**config.mk**
```make
export PLATFORM = sky130hd
export DESIGN_NAME = clint_timer_flat
export DESIGN_NICKNAME = d
export VERILOG_FILES = /design/src/rtl/clint_timer_if.sv /design/src/rtl/clint_timer.sv /design/src/flat_wrapper.sv
export SDC_FILE = /design/constraint.sdc
export NUM_CORES = 1
export LEC_CHECK = 0
export BUFFER_PORTS_ARGS = -buffer_cell sky130_fd_sc_hd__buf_2
export CAP_MARGIN = 0
export CORE_MARGIN = 2
export CORE_UTILIZATION = 45
export DETAILED_ROUTE_END_ITERATION = 8
export PLACE_DENSITY_LB_ADDON = 0.3
export SYNTH_ARGS = -nofsm -noshare
export SYNTH_HDL_FRONTEND = slang
export SYNTH_SLANG_ARGS = --single-unit
```
**constraint.sdc**
```tcl
create_clock -name clk -period 3 [get_ports clk]
set_input_delay 0.15 -clock clk [delete_from_list [all_inputs] [get_ports clk]]
set_output_delay 0.15 -clock clk [all_outputs]
set_load 0.02 [all_outputs]
```
**src/rtl/clint_timer_if.sv**
```systemverilog
// Request/response bus into the core-local interruptor.
// A request transfers on a clock edge where i_req_valid and o_req_ready are both high; the
// response transfers where o_resp_valid and i_resp_ready are both high. A valid, once raised,
// holds its payload stable until the matching transfer edge.
interface clint_timer_if #(
  parameter int DATA_WIDTH = 64,
  parameter int ADDR_WIDTH = 16
);
  logic                    i_req_valid;
  logic                    o_req_ready;
  logic                    i_req_write;
  logic [ADDR_WIDTH-1:0]   i_req_addr;
  logic [DATA_WIDTH-1:0]   i_req_wdata;
  logic [DATA_WIDTH/8-1:0] i_req_wstrb;
  logic                    o_resp_valid;
  logic                    i_resp_ready;
  logic [DATA_WIDTH-1:0]   o_resp_rdata;
  logic                    o_resp_err;

  modport master (
    output i_req_valid, i_req_write, i_req_addr, i_req_wdata, i_req_wstrb, i_resp_ready,
    input  o_req_ready, o_resp_valid, o_resp_rdata, o_resp_err
  );

  modport slave (
    input  i_req_valid, i_req_write, i_req_addr, i_req_wdata, i_req_wstrb, i_resp_ready,
    output o_req_ready, o_resp_valid, o_resp_rdata, o_resp_err
  );
endinterface

```
**src/rtl/clint_timer.sv**
```systemverilog
// Core-local interruptor: msip / mtimecmp / mtime registers with a prescaled mtime counter,
// driving the machine timer and software interrupt levels into the CSR file.
module clint_timer #(
  parameter int DATA_WIDTH = 64,
  parameter int ADDR_WIDTH = 16,
  parameter int PRESCALE   = 1
) (
  input  logic         clk,
  input  logic         arst,
  clint_timer_if.slave bus,
  output logic         o_timer_int_call,
  output logic         o_software_int_call,
  output logic         o_dbg_state
);
  localparam int PS_W = (PRESCALE > 1) ? $clog2(PRESCALE) : 1;
  localparam int SW   = DATA_WIDTH / 8;
  localparam logic [ADDR_WIDTH-1:0] MSIP_OFF  = ADDR_WIDTH'(16'h0000);
  localparam logic [ADDR_WIDTH-1:0] CMP_OFF   = ADDR_WIDTH'(16'h4000);
  localparam logic [ADDR_WIDTH-1:0] MTIME_OFF = ADDR_WIDTH'(16'hBFF8);

  typedef enum logic {S_IDLE = 1'b0, S_RESP = 1'b1} state_t;

  state_t                state;
  logic [PS_W-1:0]       ps_cnt;
  logic [DATA_WIDTH-1:0] mtime;
  logic [DATA_WIDTH-1:0] mtimecmp;
  logic                  msip;

  logic                  tick;
  logic                  accept;
  logic                  do_write;
  logic                  sel_msip;
  logic                  sel_cmp;
  logic                  sel_mtime;
  logic                  hit;
  logic [DATA_WIDTH-1:0] rd_mux;
  logic [2:0]            unused_addr_lo;

  function automatic logic [DATA_WIDTH-1:0] merge_bytes(
    input logic [DATA_WIDTH-1:0] old_v,
    input logic [DATA_WIDTH-1:0] new_v,
    input logic [SW-1:0]         strb
  );
    merge_bytes = old_v;
    for (int b = 0; b < SW; b++) begin
      if (strb[b]) merge_bytes[b*8 +: 8] = new_v[b*8 +: 8];
    end
  endfunction

  assign unused_addr_lo = bus.i_req_addr[2:0];
  assign tick      = (ps_cnt == PS_W'(PRESCALE - 1));
  assign accept    = bus.i_req_valid & bus.o_req_ready;
  assign do_write  = accept & bus.i_req_write;
  assign sel_msip  = (bus.i_req_addr[ADDR_WIDTH-1:3] == MSIP_OFF[ADDR_WIDTH-1:3]);
  assign sel_cmp   = (bus.i_req_addr[ADDR_WIDTH-1:3] == CMP_OFF[ADDR_WIDTH-1:3]);
  assign sel_mtime = (bus.i_req_addr[ADDR_WIDTH-1:3] == MTIME_OFF[ADDR_WIDTH-1:3]);
  assign hit       = sel_msip | sel_cmp | sel_mtime;

  // mtime is sampled before this cycle's increment, so reads see the pre-tick value.
  always_comb begin
    rd_mux = '0;
    if (sel_msip)       rd_mux[0] = msip;
    else if (sel_cmp)   rd_mux    = mtimecmp;
    else if (sel_mtime) rd_mux    = mtime;
  end

  always_ff @(posedge clk) begin
    if (arst) begin
      state            <= S_IDLE;
      ps_cnt           <= '0;
      mtime            <= '0;
      mtimecmp         <= '1;
      msip             <= 1'b0;
      o_timer_int_call <= 1'b0;
      bus.o_req_ready  <= 1'b1;
      bus.o_resp_valid <= 1'b0;
      bus.o_resp_rdata <= '0;
      bus.o_resp_err   <= 1'b0;
    end else begin
      ps_cnt           <= tick ? '0 : ps_cnt + PS_W'(1);
      o_timer_int_call <= (mtime >= mtimecmp);

      // A software write to mtime overrides the tick; the prescaler keeps counting.
      if (do_write && sel_mtime) mtime <= merge_bytes(mtime, bus.i_req_wdata, bus.i_req_wstrb);
      else if (tick)             mtime <= mtime + DATA_WIDTH'(1);

      if (do_write && sel_cmp) mtimecmp <= merge_bytes(mtimecmp, bus.i_req_wdata, bus.i_req_wstrb);
      if (do_write && sel_msip && bus.i_req_wstrb[0]) msip <= bus.i_req_wdata[0];

      case (state)
        S_IDLE: begin
          if (accept) begin
            state            <= S_RESP;
            bus.o_req_ready  <= 1'b0;
            bus.o_resp_valid <= 1'b1;
            bus.o_resp_rdata <= bus.i_req_write ? '0 : rd_mux;
            bus.o_resp_err   <= ~hit;
          end
        end
        S_RESP: begin
          if (bus.i_resp_ready) begin
            state            <= S_IDLE;
            bus.o_req_ready  <= 1'b1;
            bus.o_resp_valid <= 1'b0;
            bus.o_resp_rdata <= '0;
            bus.o_resp_err   <= 1'b0;
          end
        end
        default: state <= S_IDLE;
      endcase
    end
  end

  assign o_software_int_call = msip;
  assign o_dbg_state         = (state == S_RESP);
endmodule
```
**src/flat_wrapper.sv**
```systemverilog
// flat-port wrapper written by rule: the top's interface ports become plain ports
module clint_timer_flat 
#(
  parameter int DATA_WIDTH = 64,
  parameter int ADDR_WIDTH = 16,
  parameter int PRESCALE   = 1
)
  (clk, arst, o_timer_int_call, o_software_int_call, o_dbg_state, bus_i_req_valid, bus_i_req_write, bus_i_req_addr, bus_i_req_wdata, bus_i_req_wstrb, bus_i_resp_ready, bus_o_req_ready, bus_o_resp_valid, bus_o_resp_rdata, bus_o_resp_err);
  clint_timer_if #(.DATA_WIDTH(DATA_WIDTH), .ADDR_WIDTH(ADDR_WIDTH)) bus_i ();
  input  logic clk;
  input  logic arst;
  output logic o_timer_int_call;
  output logic o_software_int_call;
  output logic o_dbg_state;
  input wire logic [$bits(bus_i.i_req_valid)-1:0] bus_i_req_valid;
  input wire logic [$bits(bus_i.i_req_write)-1:0] bus_i_req_write;
  input wire logic [$bits(bus_i.i_req_addr)-1:0] bus_i_req_addr;
  input wire logic [$bits(bus_i.i_req_wdata)-1:0] bus_i_req_wdata;
  input wire logic [$bits(bus_i.i_req_wstrb)-1:0] bus_i_req_wstrb;
  input wire logic [$bits(bus_i.i_resp_ready)-1:0] bus_i_resp_ready;
  output wire logic [$bits(bus_i.o_req_ready)-1:0] bus_o_req_ready;
  output wire logic [$bits(bus_i.o_resp_valid)-1:0] bus_o_resp_valid;
  output wire logic [$bits(bus_i.o_resp_rdata)-1:0] bus_o_resp_rdata;
  output wire logic [$bits(bus_i.o_resp_err)-1:0] bus_o_resp_err;
  assign bus_i.i_req_valid = bus_i_req_valid;
  assign bus_i.i_req_write = bus_i_req_write;
  assign bus_i.i_req_addr = bus_i_req_addr;
  assign bus_i.i_req_wdata = bus_i_req_wdata;
  assign bus_i.i_req_wstrb = bus_i_req_wstrb;
  assign bus_i.i_resp_ready = bus_i_resp_ready;
  assign bus_o_req_ready = bus_i.o_req_ready;
  assign bus_o_resp_valid = bus_i.o_resp_valid;
  assign bus_o_resp_rdata = bus_i.o_resp_rdata;
  assign bus_o_resp_err = bus_i.o_resp_err;
  clint_timer #(.DATA_WIDTH(DATA_WIDTH), .ADDR_WIDTH(ADDR_WIDTH), .PRESCALE(PRESCALE)) u_core (.clk(clk), .arst(arst), .bus(bus_i), .o_timer_int_call(o_timer_int_call), .o_software_int_call(o_software_int_call), .o_dbg_state(o_dbg_state));
endmodule
```
Yosys cells after proc, flatten, opt, wreduce, memory -nomap -nowiden:

Cells that the tools add are included.
W data, S select, Z words.

* flip-flop bits (word level): 199
* bits of input ports: 93
* output and inout bits: 70
* word-level logic and storage cells: 99

* $add $sub $neg: 2
* magnitude comparators: 1
* eq/ne operators: 13
* multiplexer cells: 29
* bitwise operators: 7
* reductions and logical operators: 23

Operator list (count)
* $mux W64: 7
* $pmux W64 S2: 1
* $add A64 B1 Y64 const B: 1
* $ge A64 B64 Y1: 1
* $mux W8: 8
* $mux W63: 1
* $reduce_and A2 Y1: 17
* $ne A2 B2 Y1 const B: 10
* $eq A13 B12 Y1 const B: 1
* $eq A13 B13 Y1 const B: 1
* $logic_not A13 Y1: 1
* $mux W1: 8
* $pmux W1 S2: 4
* $logic_and A1 B1 Y1: 4
* $not A1 Y1: 3
* $and A1 B1 Y1: 2
* $ne A2 B1 Y1 const B: 1
* $or A1 B1 Y1: 2
* $reduce_or A2 Y1: 1
* $add A1 B1 Y1 const B: 1

Longest topological paths before layout:

Gate-level depths: netlist (run 1).

* depth in word-level cells: 7
* gate-level depth with buffers: 9
* depth with buffers taken out: 8

Least setup slack after synthesis (run 1):

Ideal clock, no wire load.

* path type: register to register
* from: reg u_core.mtime[9]
* to: reg u_core.mtime[54]
* setup time: 0.071 ns
* data arrival time: 2.478 ns
* required time: 2.929 ns
* slack: 0.451 ns
* cell stages (with the launch flop): 9
* buffers on the path: 2
* period minus slack after synthesis: 2.549 ns
* cells stage by stage: dfxtp_1 > nand3_2 > or4_1 > buf_2 > or4_1 > clkbuf_1 > nor4_1 > mux2_2 > a21oi_1

* word-level cells in the longest chain between the ends: 3

RTL lines
* from (decl): RTL line clint_timer.sv:25 `logic [DATA_WIDTH-1:0] mtime;`
* from (signal assigned): RTL line clint_timer.sv:84 `if (do_write && sel_mtime) mtime <= merge_bytes(mtime, bus.i_req_wdata, bus.i_req_wstrb);`
* from (signal assigned): RTL line clint_timer.sv:85 `else if (tick) mtime <= mtime + DATA_WIDTH'(1);`
* $add A64 B1 Y64: RTL line clint_timer.sv:85
* $mux W64: RTL line clint_timer.sv:85
* $mux W64: RTL line clint_timer.sv:84

Every way passes these cells. The select of a mux whose other input is x is not followed.
A chain may end at the register's enable or synchronous reset.

Worst setup path after layout (run 1):

* from: reg u_core.mtime[14]
* to: reg u_core.mtime[54]

Same word-level chain as after synthesis.

==> results.json, run 1 <==
{
  "status": "finished clean",
  "cts_made_buffers": 17,
  "insertion_delay_ns": 0.45,
  "grt_overflow": 0,
  "wl_mm": 34.8,
  "fmax_mhz": 351,
  "end_kind": "flop",
  "r2r_setup_slack_ns": 0.15,
  "clock_power_share_pct": 44.0,
  "syn_area_mm2": 0.0109,
  "synth_seq_cells": 199,
  "start_util_pct": 46.1,
  "power.switching_uw": 1390,
  "diodes": 0,
  "min_path_type": "in -> reg",
  "synth_cell_types": 66,
  "rsz0062_at_grt": "no",
  "dp_slack_ns": 0.228,
  "firstDrtPassIters": 6,
  "cts.sinks": 199,
  "grt_pass1_vias": 10783,
  "syn_inst": 1342,
  "hpwl_mm": 23.8,
  "setup_ws_ns": 0.152,
  "final_net_count": 1696,
  "relSlewSlack_pct": 35.3,
  "power_frac_seq_pct": 49.1,
  "synth-seq-area-share_pct": 36.6,
  "p_per_area_mw_per_mm2": 406,
  "port_buffers": 159,
  "die_h_um": 159,
  "fin_crit_ns": 2.85,
  "vdd_ir_drop_max_v": 0.000300,
  "layout-drive-gt1-share_pct": 17.5,
  "post_drt_wl_per_cell_um": 18.6,
  "die_area_mm2": 0.0254,
  "core_area_mm2": 0.0236,
  "async_flop_share_pct": 0,
  "grt_max_degree": 69,
  "vias": 11266,
  "cts_max_path_buffers": 2,
  "finalSetupTns_ns": 0,
  "postCtsResizedCells": 0,
  "avgSynthCellArea_um2": 8.11,
  "intPower_uw": 4040,
  "worstHoldStart": "bus_i_req_wdata[21]",
  "p_total_uw": 5430,
  "postRouteAntennaNets": 0,
  "ys_warn_count": 0,
  "grt_pass1_wl_mm": 56.2,
  "rows": 56,
  "drt_iter0_drc": 1163,
  "rr_worst_depth": 7,
  "synth_edf_count": 0,
  "min_period_over_period_pct": 94.9,
  "fin_skew_ns": 0.0105,
  "hold_depth": 3,
  "maxCapViolCount": 0,
  "die_x_um": 159,
  "tightest_slew_ns": 0.965,
  "gp_congestion": 0.927,
  "start_kind": "flop",
  "crit_fanout": 8,
  "cp.required_ns": 3.38,
  "r2r_start": "u_core.mtime[14]$_SDFFE_PP0P_",
  "h-tree-depth": 4,
  "whs_endpoint": "u_core.mtime[21]$_SDFFE_PP0P_",
  "via_per_inst": 6.02,
  "path_class": "reg -> reg",
  "syn_to_final_growth_pct": 23.0,
  "dp_cells": 1776,
  "ys.flop_type": "dfxtp_1",
  "maxSlewViolCount": 0,
  "cts_tree": "built",
  "antenna_found_initial": 0,
  "drc": 0,
  "switching_share_pct": 25.6,
  "timing.rr.end": "u_core.mtime[54]$_SDFFE_PP0P_",
  "grt_use_total_pct": 26.9,
  "hold_violations": 0,
  "stdcell_count": 1870,
  "p_leak_uw": 0.00598,
  "postCtsSetupBuffers": 0,
  "cts.clk_slew.worst_paths_ns": 0.08,
  "io_pins": 163,
  "arrival_ns": 3.23,
  "cts_root_buffer": "clkbuf_16",
  "comb_power_share_pct": 6.8,
  "syn_nets": 1500,
  "setup_viol_count_final": 0
}
## cells in the mapped netlist (all sizes together), types with 3 or more instances
| master | instances | area share [%] |
|---|---|---|
| o211ai | 57 | 3.9 |
| a221oi | 3 | 0.24 |
| clkbuf | 88 | 3.0 |
| a211oi | 24 | 1.7 |
| ha | 65 | 7.5 |
| nor4 | 26 | 1.6 |
| o31ai | 4 | 0.28 |
| a22oi | 67 | 4.6 |
| dfxtp | 199 | 37 |
| mux2i | 16 | 1.5 |
| and3 | 28 | 1.6 |
| o221ai | 3 | 0.24 |
| nand2 | 131 | 4.5 |
| or4 | 7 | 0.52 |
| nor3 | 37 | 1.7 |
| a21oi | 56 | 2.6 |
| mux2 | 9 | 0.93 |
| a311oi | 7 | 0.56 |
| inv | 75 | 2.6 |
| o22ai | 5 | 0.29 |
| and2 | 12 | 0.69 |
| nor2 | 151 | 5.2 |
| nand4 | 35 | 2.0 |
| a31oi | 10 | 0.57 |
| a32oi | 3 | 0.24 |
| a22o | 59 | 4.8 |
| nor3b | 3 | 0.21 |
| a41oi | 5 | 0.40 |
| buf | 8 | 0.38 |
| and4 | 7 | 0.56 |
| a2111oi | 10 | 0.86 |
| nand3 | 39 | 1.8 |
| or3 | 4 | 0.23 |
| o21ai | 39 | 1.8 |
| o32ai | 5 | 0.40 |
| o21a | 3 | 0.21 |
| nor2b | 5 | 0.29 |
| a21o | 15 | 1.0 |
## through the flow
stage	cell area [µm²]	hold WS [ns]	util, %
detailed placement	12200	0.398	51.5
global route	13400	0.0284	56.7
global placement	12200	0.390	51.5
floorplan	10900	0.249	-
finish	13400	0.0249	56.7
CTS	13400	0.0117	56.7
## worst max-delay path: stages, from the launching register on
cell and delay [ns]:
dfxtp_1 0.41, nand3_1 0.19, or4_1 0.69, or4_1 0.48, buf_4 0.19, nor4_1 0.31, mux2_2 0.37, a21oi_1 0.13
## worst max path at each step
stage,startpoint,cells after the start,end,slack [ns]
final,u_core.mtime[14]$_SDFFE_PP0P_,7,u_core.mtime[54]$_SDFFE_PP0P_,0.15
after global routing,u_core.mtime[14]$_SDFFE_PP0P_,7,u_core.mtime[42]$_SDFFE_PP0P_,0.03
after CTS,u_core.mtime[14]$_SDFFE_PP0P_,7,u_core.mtime[54]$_SDFFE_PP0P_,0.20
after detailed placement,u_core.mtime[10]$_SDFFE_PP0P_,7,u_core.mtime[54]$_SDFFE_PP0P_,0.23
after global placement,u_core.mtime[14]$_SDFFE_PP0P_,7,u_core.mtime[54]$_SDFFE_PP0P_,0.24
after floorplan,u_core.mtime[9]$_SDFFE_PP0P_,8,u_core.mtime[54]$_SDFFE_PP0P_,0.45
## registers in the layout (all words and copies together) (netlist names)
signal	flops
u_core.o_timer_int_call	1
u_core.ps_cnt	1
u_core.mtime	64
u_core.bus.o_resp_err	1
u_core.bus.o_req_ready	1
u_core.bus.o_resp_rdata	64
u_core.o_dbg_state	1
u_core.o_software_int_call	1
u_core.bus.o_resp_valid	1
u_core.mtimecmp	64
## power by group through the flow
stage | combinational, µW | sequential (µW) | clock, µW
2_1_floorplan | 140 | 2730 | 0
3_3_place_gp | 302 | 2730 | 0
3_5_place_dp | 300 | 2730 | 0
4_1_cts | 364 | 2670 | 2420
5_1_grt | 397 | 2670 | 2520
6_report | 372 | 2670 | 2390
## area by class of cell
type                    instances  area [µm²]
inverters                      75         282
fillers                      2143       10200
clock buffers                  17         425
clock inverters                15         169
flip-flops and latches        199        3980
repair buffers                273        1830
multi-input cells             972        6290
well taps                     319         399
## cell usage in the layout (no fill, tap or decap), drive strengths merged, types with 4 or more instances in the layout
master,instances
nor2,151
a311oi,7
a22o,59
a41oi,5
o31ai,4
and4,7
clkinvlp,4
inv,81
o32ai,5
o21ai,39
nand2,131
mux2i,16
mux2,9
a2111oi,10
dlygate4sd3,62
dfxtp,199
or4,7
nand4,35
and3,28
a31oi,10
or3,4
nor4,26
and2,12
a21oi,56
o211ai,57
a21o,15
a211oi,24
buf,211
clkbuf,17
nand3,39
a22oi,67
nor2b,5
ha,65
nor3,37
o22ai,5
## repair_timing
item | in CTS | in global routing
hold buffers | 62 | 0
setup endpoints to repair | 0 | 0
hold endpoints to repair | 76 | 0
## per-layer routing
layer / up-vias / part of all wire [%] / track usage [%]
li1: 5394 / - / -
met1: 5326 / 45 / 36.5
met2: 470 / 45 / 42.8
met3: 76 / 7.3 / 4.61
met4: 0 / 3.0 / 10.5
met5: - / 0 / 0
## logic make-up after synthesis
group,Yosys count,synth area share [%]
AND/OR/NAND/NOR,491,21.4
AO/OA/AOI/OAI,387,25.8
flip-flops,199,36.6
buffers and inverters,171,6.00
adder cells (fa/ha/maj),65,7.47
multiplexers,25,2.40
XOR/XNOR,3,0.242
other,1,0.0345
No activity file was read; power rests on OpenSTA's default activity.
==> run 2: changes to the inputs <==
Settings changed: CAP_MARGIN 0 to not set, HOLD_SLACK_MARGIN set to 0.08, RECOVER_POWER set to 100.
==> results.json, run 2 (synthesis results as in run 1) <==
{
  "grt_pass1_wl_mm": 56.3,
  "rsz0062_at_grt": "no",
  "maxSlewViolCount": 0,
  "arrival_ns": 3.15,
  "firstDrtPassIters": 5,
  "p_per_area_mw_per_mm2": 409,
  "vias": 11297,
  "cp.required_ns": 3.27,
  "hpwl_mm": 23.8,
  "cts_max_path_buffers": 2,
  "final_net_count": 1701,
  "hold_violations": 0,
  "setup_viol_count_final": 0,
  "cts_made_buffers": 17,
  "cts_tree": "built",
  "start_util_pct": 46.1,
  "min_period_over_period_pct": 96.1,
  "die_x_um": 159,
  "crit_fanout": 7,
  "die_area_mm2": 0.0254,
  "finalSetupTns_ns": 0,
  "min_path_type": "in -> reg",
  "biggestRegsByFlops": "u_core.bus.o_resp_rdata x64, u_core.mtime x64, u_core.mtimecmp x64",
  "die_h_um": 159,
  "fmax_mhz": 347,
  "diodes": 0,
  "tightest_slew_ns": 1.33,
  "final_area_mm2": 0.0133,
  "syn_to_final_growth_pct": 22.0,
  "rows": 56,
  "layout-drive-gt1-share_pct": 12.3,
  "whs_ns": 0.111,
  "start_kind": "flop",
  "cts.clk_slew.worst_paths_ns": 0.08,
  "post_drt_wl_per_cell_um": 18.6,
  "grt_overflow": 0,
  "antenna_found_initial": 0,
  "via_per_inst": 6.03,
  "drt_iter0_drc": 1137,
  "postRouteAntennaNets": 0,
  "maxCapViolCount": 0,
  "wl_mm": 34.9,
  "postCtsResizedCells": 0,
  "insertion_delay_ns": 0.45,
  "status": "finished clean",
  "path_class": "reg -> reg",
  "cts_root_buffer": "clkbuf_16",
  "final_common_cell": "dfxtp_1",
  "h-tree-depth": 4,
  "relSlewSlack_pct": 11.2,
  "gp_congestion": 0.927,
  "p_leak_uw": 0.00565,
  "end_kind": "flop",
  "layout.cells.most_common_list": "199 x dfxtp_1, 149 x nor2_1, 131 x nand2_1",
  "drc": 0,
  "placed_area_mm2": 0.0122,
  "vdd_ir_drop_max_v": 0.000285,
  "fin_crit_ns": 2.88,
  "port_buffers": 159,
  "grt_pass1_vias": 10802,
  "core_area_mm2": 0.0236,
  "nFillCells": 2187,
  "grt_max_degree": 69,
  "fin_skew_ns": 0.0102,
  "io_pins": 163,
  "cts.sinks": 199,
  "grt_use_total_pct": 27.0
}
[run 2: final cells by class]
cell class | instances | area [µm²] | area share (%)
well taps | 319 | 399 | 3.01
clock buffers | 17 | 425 | 3.20
inverters | 75 | 282 | 2.12
clock inverters | 15 | 169 | 1.27
repair buffers | 278 | 1760 | 13.3
flip-flops and latches | 199 | 3980 | 30.0
multi-input cells | 972 | 6250 | 47.1
[run 2: metal layers]
| layer | share of wire, % | GRT usage [%] |
|---|---|---|
| met2 | 45 | 42.9 |
| met5 | 0 | 0 |
| met1 | 45 | 36.5 |
| met4 | 2.9 | 10.5 |
| met3 | 7.3 | 4.66 |
[run 2: through the flow]
stage	total power (µW)	setup slack, ns	cells	util [%]
final	5430	0.116	1875	56.2
after global routing	5590	0.0175	1875	56.2
after detailed placement	3030	0.228	1776	51.5
after CTS	5450	0.203	1875	56.9
after floorplan	2870	0.451	1342	-
after global placement	3030	0.244	1776	51.5
[run 2: where the power goes]
group	leakage [µW]	switching (µW)	internal (µW)	total [µW]
Clock	0.000282	1140	1250	2390
Sequential	0.00161	19.9	2650	2670
Combinational	0.00376	231	139	370
[run 2: what timing repair did]
item / 4_1_cts / 5_1_grt
hold buffers: 67 / 0
buffers inserted: 0 / 0
endpoints found under the setup margin: 0 / 0
endpoints found under the hold margin: 108 / 0
[run 2: final timing paths]
check	start	to	slack, ns	cells after the start
max	u_core.mtime[10]$_SDFFE_PP0P_	u_core.mtime[51]$_SDFFE_PP0P_	0.12	6
min	bus_i_req_wstrb[0]	u_core.o_software_int_call$_SDFFE_PP0P_	0.11	4
max reg2reg	u_core.mtime[10]$_SDFFE_PP0P_	u_core.mtime[51]$_SDFFE_PP0P_	0.12	6
min reg2reg	u_core.bus.o_resp_valid$_SDFFE_PP0P_	u_core.bus.o_resp_valid$_SDFFE_PP0P_	0.50	2
[run 2: worst max-delay path, stage by stage (launching register included)]
cell	delay, ns
dfxtp_1	0.44
nand3_2	0.15
or4_1	0.67
or4_1	0.66
o41a_2	0.51
o21ai_0	0.16
a21oi_1	0.10
==> run 3: changes to the inputs <==
Settings changed: CORE_ASPECT_RATIO set to 0.5, REMOVE_ABC_BUFFERS set to 1.
==> results.json, run 3 (synthesis results as in run 1) <==
{
  "drt_iter0_drc": 898,
  "wl_mm": 36.5,
  "grt_overflow": 0,
  "met2_usage_pct": 45.3,
  "grt_pass1_vias": 10737,
  "vdd_ir_drop_max_v": 0.000240,
  "h-tree-depth": 4,
  "min_period_over_period_pct": 95.2,
  "dp_cells": 1771,
  "min_path_type": "in -> reg",
  "crit_buf_inv": 0,
  "power_frac_seq_pct": 47.6,
  "cts_max_path_buffers": 2,
  "biggestRegsByFlops": "u_core.bus.o_resp_rdata x64, u_core.mtime x64, u_core.mtimecmp x64",
  "busiest_layer": "met2",
  "maxSlewViolCount": 39,
  "vias": 11256,
  "intPower_uw": 4270,
  "die_area_mm2": 0.0255,
  "post_drt_wl_per_cell_um": 19.5,
  "insertion_delay_ns": 0.46,
  "start_util_pct": 45.6,
  "grt_util_met3_pct": 6.18,
  "fin_skew_ns": 0.0122,
  "cts_tree": "built",
  "die_x_um": 224,
  "cts_made_buffers": 17,
  "fmax_mhz": 350,
  "syn_to_final_growth_pct": 22.7,
  "final_common_cell": "dfxtp_1",
  "tightest_slew_ns": 1.57,
  "crit_path_frequent_cell": "or4_1",
  "path_class": "reg -> reg",
  "grt_use_total_pct": 28.5,
  "grt_max_degree": 101,
  "end_kind": "flop",
  "power.switching_uw": 1330,
  "nFillCells": 2253,
  "relSlewSlack_pct": -4.50,
  "cts.sinks": 199,
  "setup_viol_count_final": 0,
  "grt_pass1_wl_mm": 57.5,
  "clock_power_share_pct": 45.5,
  "cts.clk_slew.worst_paths_ns": 0.07,
  "fin_crit_ns": 2.86,
  "stdcell_count": 1872,
  "layout.cells.most_common_list": "199 x dfxtp_1, 149 x nor2_1, 131 x nand2_1",
  "switching_share_pct": 23.7,
  "layout-drive-gt1-share_pct": 12.3,
  "start_kind": "flop",
  "comb_power_share_pct": 6.9,
  "crit_fanout": 8,
  "finalSetupTns_ns": 0,
  "p_leak_uw": 0.00570,
  "rows": 40,
  "rsz0062_at_grt": "no",
  "firstDrtPassIters": 5,
  "p_per_area_mw_per_mm2": 419,
  "final_net_count": 1702,
  "cp_cell_sequence": "nand3_1, or4_1, or4_1, nor4_1, mux2_2, a21oi_1",
  "status": "complete, but fails checks",
  "grt_util_met1_pct": 38.0,
  "port_buffers": 159,
  "whs_ns": 0.0990,
  "arrival_ns": 3.24,
  "die_h_um": 114,
  "via_per_inst": 6.01,
  "gp_congestion": 0.906,
  "hold_violations": 0,
  "io_pins": 163,
  "drc": 0,
  "cpPeakStageDelay_ns": 0.68,
  "critPathTopFamily": "simple AND/OR/NAND/NOR gates",
  "hpwl_mm": 25.7,
  "cts_root_buffer": "clkbuf_16",
  "postRouteAntennaNets": 0,
  "core_area_mm2": 0.0239,
  "violations": "capacitance limit, slew limit",
  "diodes": 0,
  "cp.required_ns": 3.39,
  "cp_slowest_cell": "or4_1",
  "antenna_found_initial": 0,
  "maxCapViolCount": 1
}
run 3: per-stage QoR:
step,instance area [µm²],setup WS (ns),power (µW),utilization [%]
2_1_floorplan,10500,-6.04,2830,-
3_3_place_gp,12200,0.257,3040,50.9
3_5_place_dp,12200,0.223,3040,50.9
6_report,13300,0.145,5600,55.9
5_1_grt,13300,0.0220,5750,55.9
4_1_cts,13500,0.194,5630,56.5
run 3: power by group through the flow:
stage | sequential (µW) | combinational (µW) | clock (µW)
after floorplan | 2730 | 101 | 0
after global placement | 2730 | 312 | 0
after detailed placement | 2730 | 317 | 0
after CTS | 2670 | 385 | 2580
after global routing | 2670 | 410 | 2670
final | 2670 | 386 | 2550
run 3: worst paths after layout:
path	startpoint	end	slack [ns]	depth (start not counted)
setup / recovery	u_core.mtime[12]$_SDFFE_PP0P_	u_core.mtime[54]$_SDFFE_PP0P_	0.14	6
hold / removal	bus_i_req_wstrb[2]	u_core.mtimecmp[18]$_SDFFE_PP1P_	0.1	3
setup reg to reg	u_core.mtime[12]$_SDFFE_PP0P_	u_core.mtime[54]$_SDFFE_PP0P_	0.14	6
hold reg to reg	u_core.mtimecmp[16]$_SDFFE_PP1P_	u_core.mtimecmp[16]$_SDFFE_PP1P_	0.50	2
run 3: worst min-delay path: cells and delay by family:
kind	cells	cell delay, ns
AOI/OAI and AO/OA	2	0.20
buffers and inverters	1	0.15
run 3: area by class of cell:
class / count / area (µm²) / share of cell area, %
multi-input cells: 972 / 6270 / 47.0
flip-flops and latches: 199 / 3980 / 29.8
repair buffers: 279 / 1790 / 13.4
clock buffers: 23 / 488 / 3.66
well taps: 315 / 394 / 2.95
inverters: 75 / 282 / 2.11
clock inverters: 9 / 145 / 1.09
run 3: metal layers:
layer / part of all wire [%] / routed length, µm
met1: 45 / 16500
met2: 45 / 16400
met3: 7.3 / 2660
met4: 2.7 / 976
met5: 0 / 0
run 3: repair_timing:
action | 4_1_cts | 5_1_grt
gates resized for setup | 0 | 1
buffers inserted | 0 | 0
hold endpoints to repair | 129 | 0
hold buffers | 69 | 0
endpoints found under the setup margin | 0 | 1
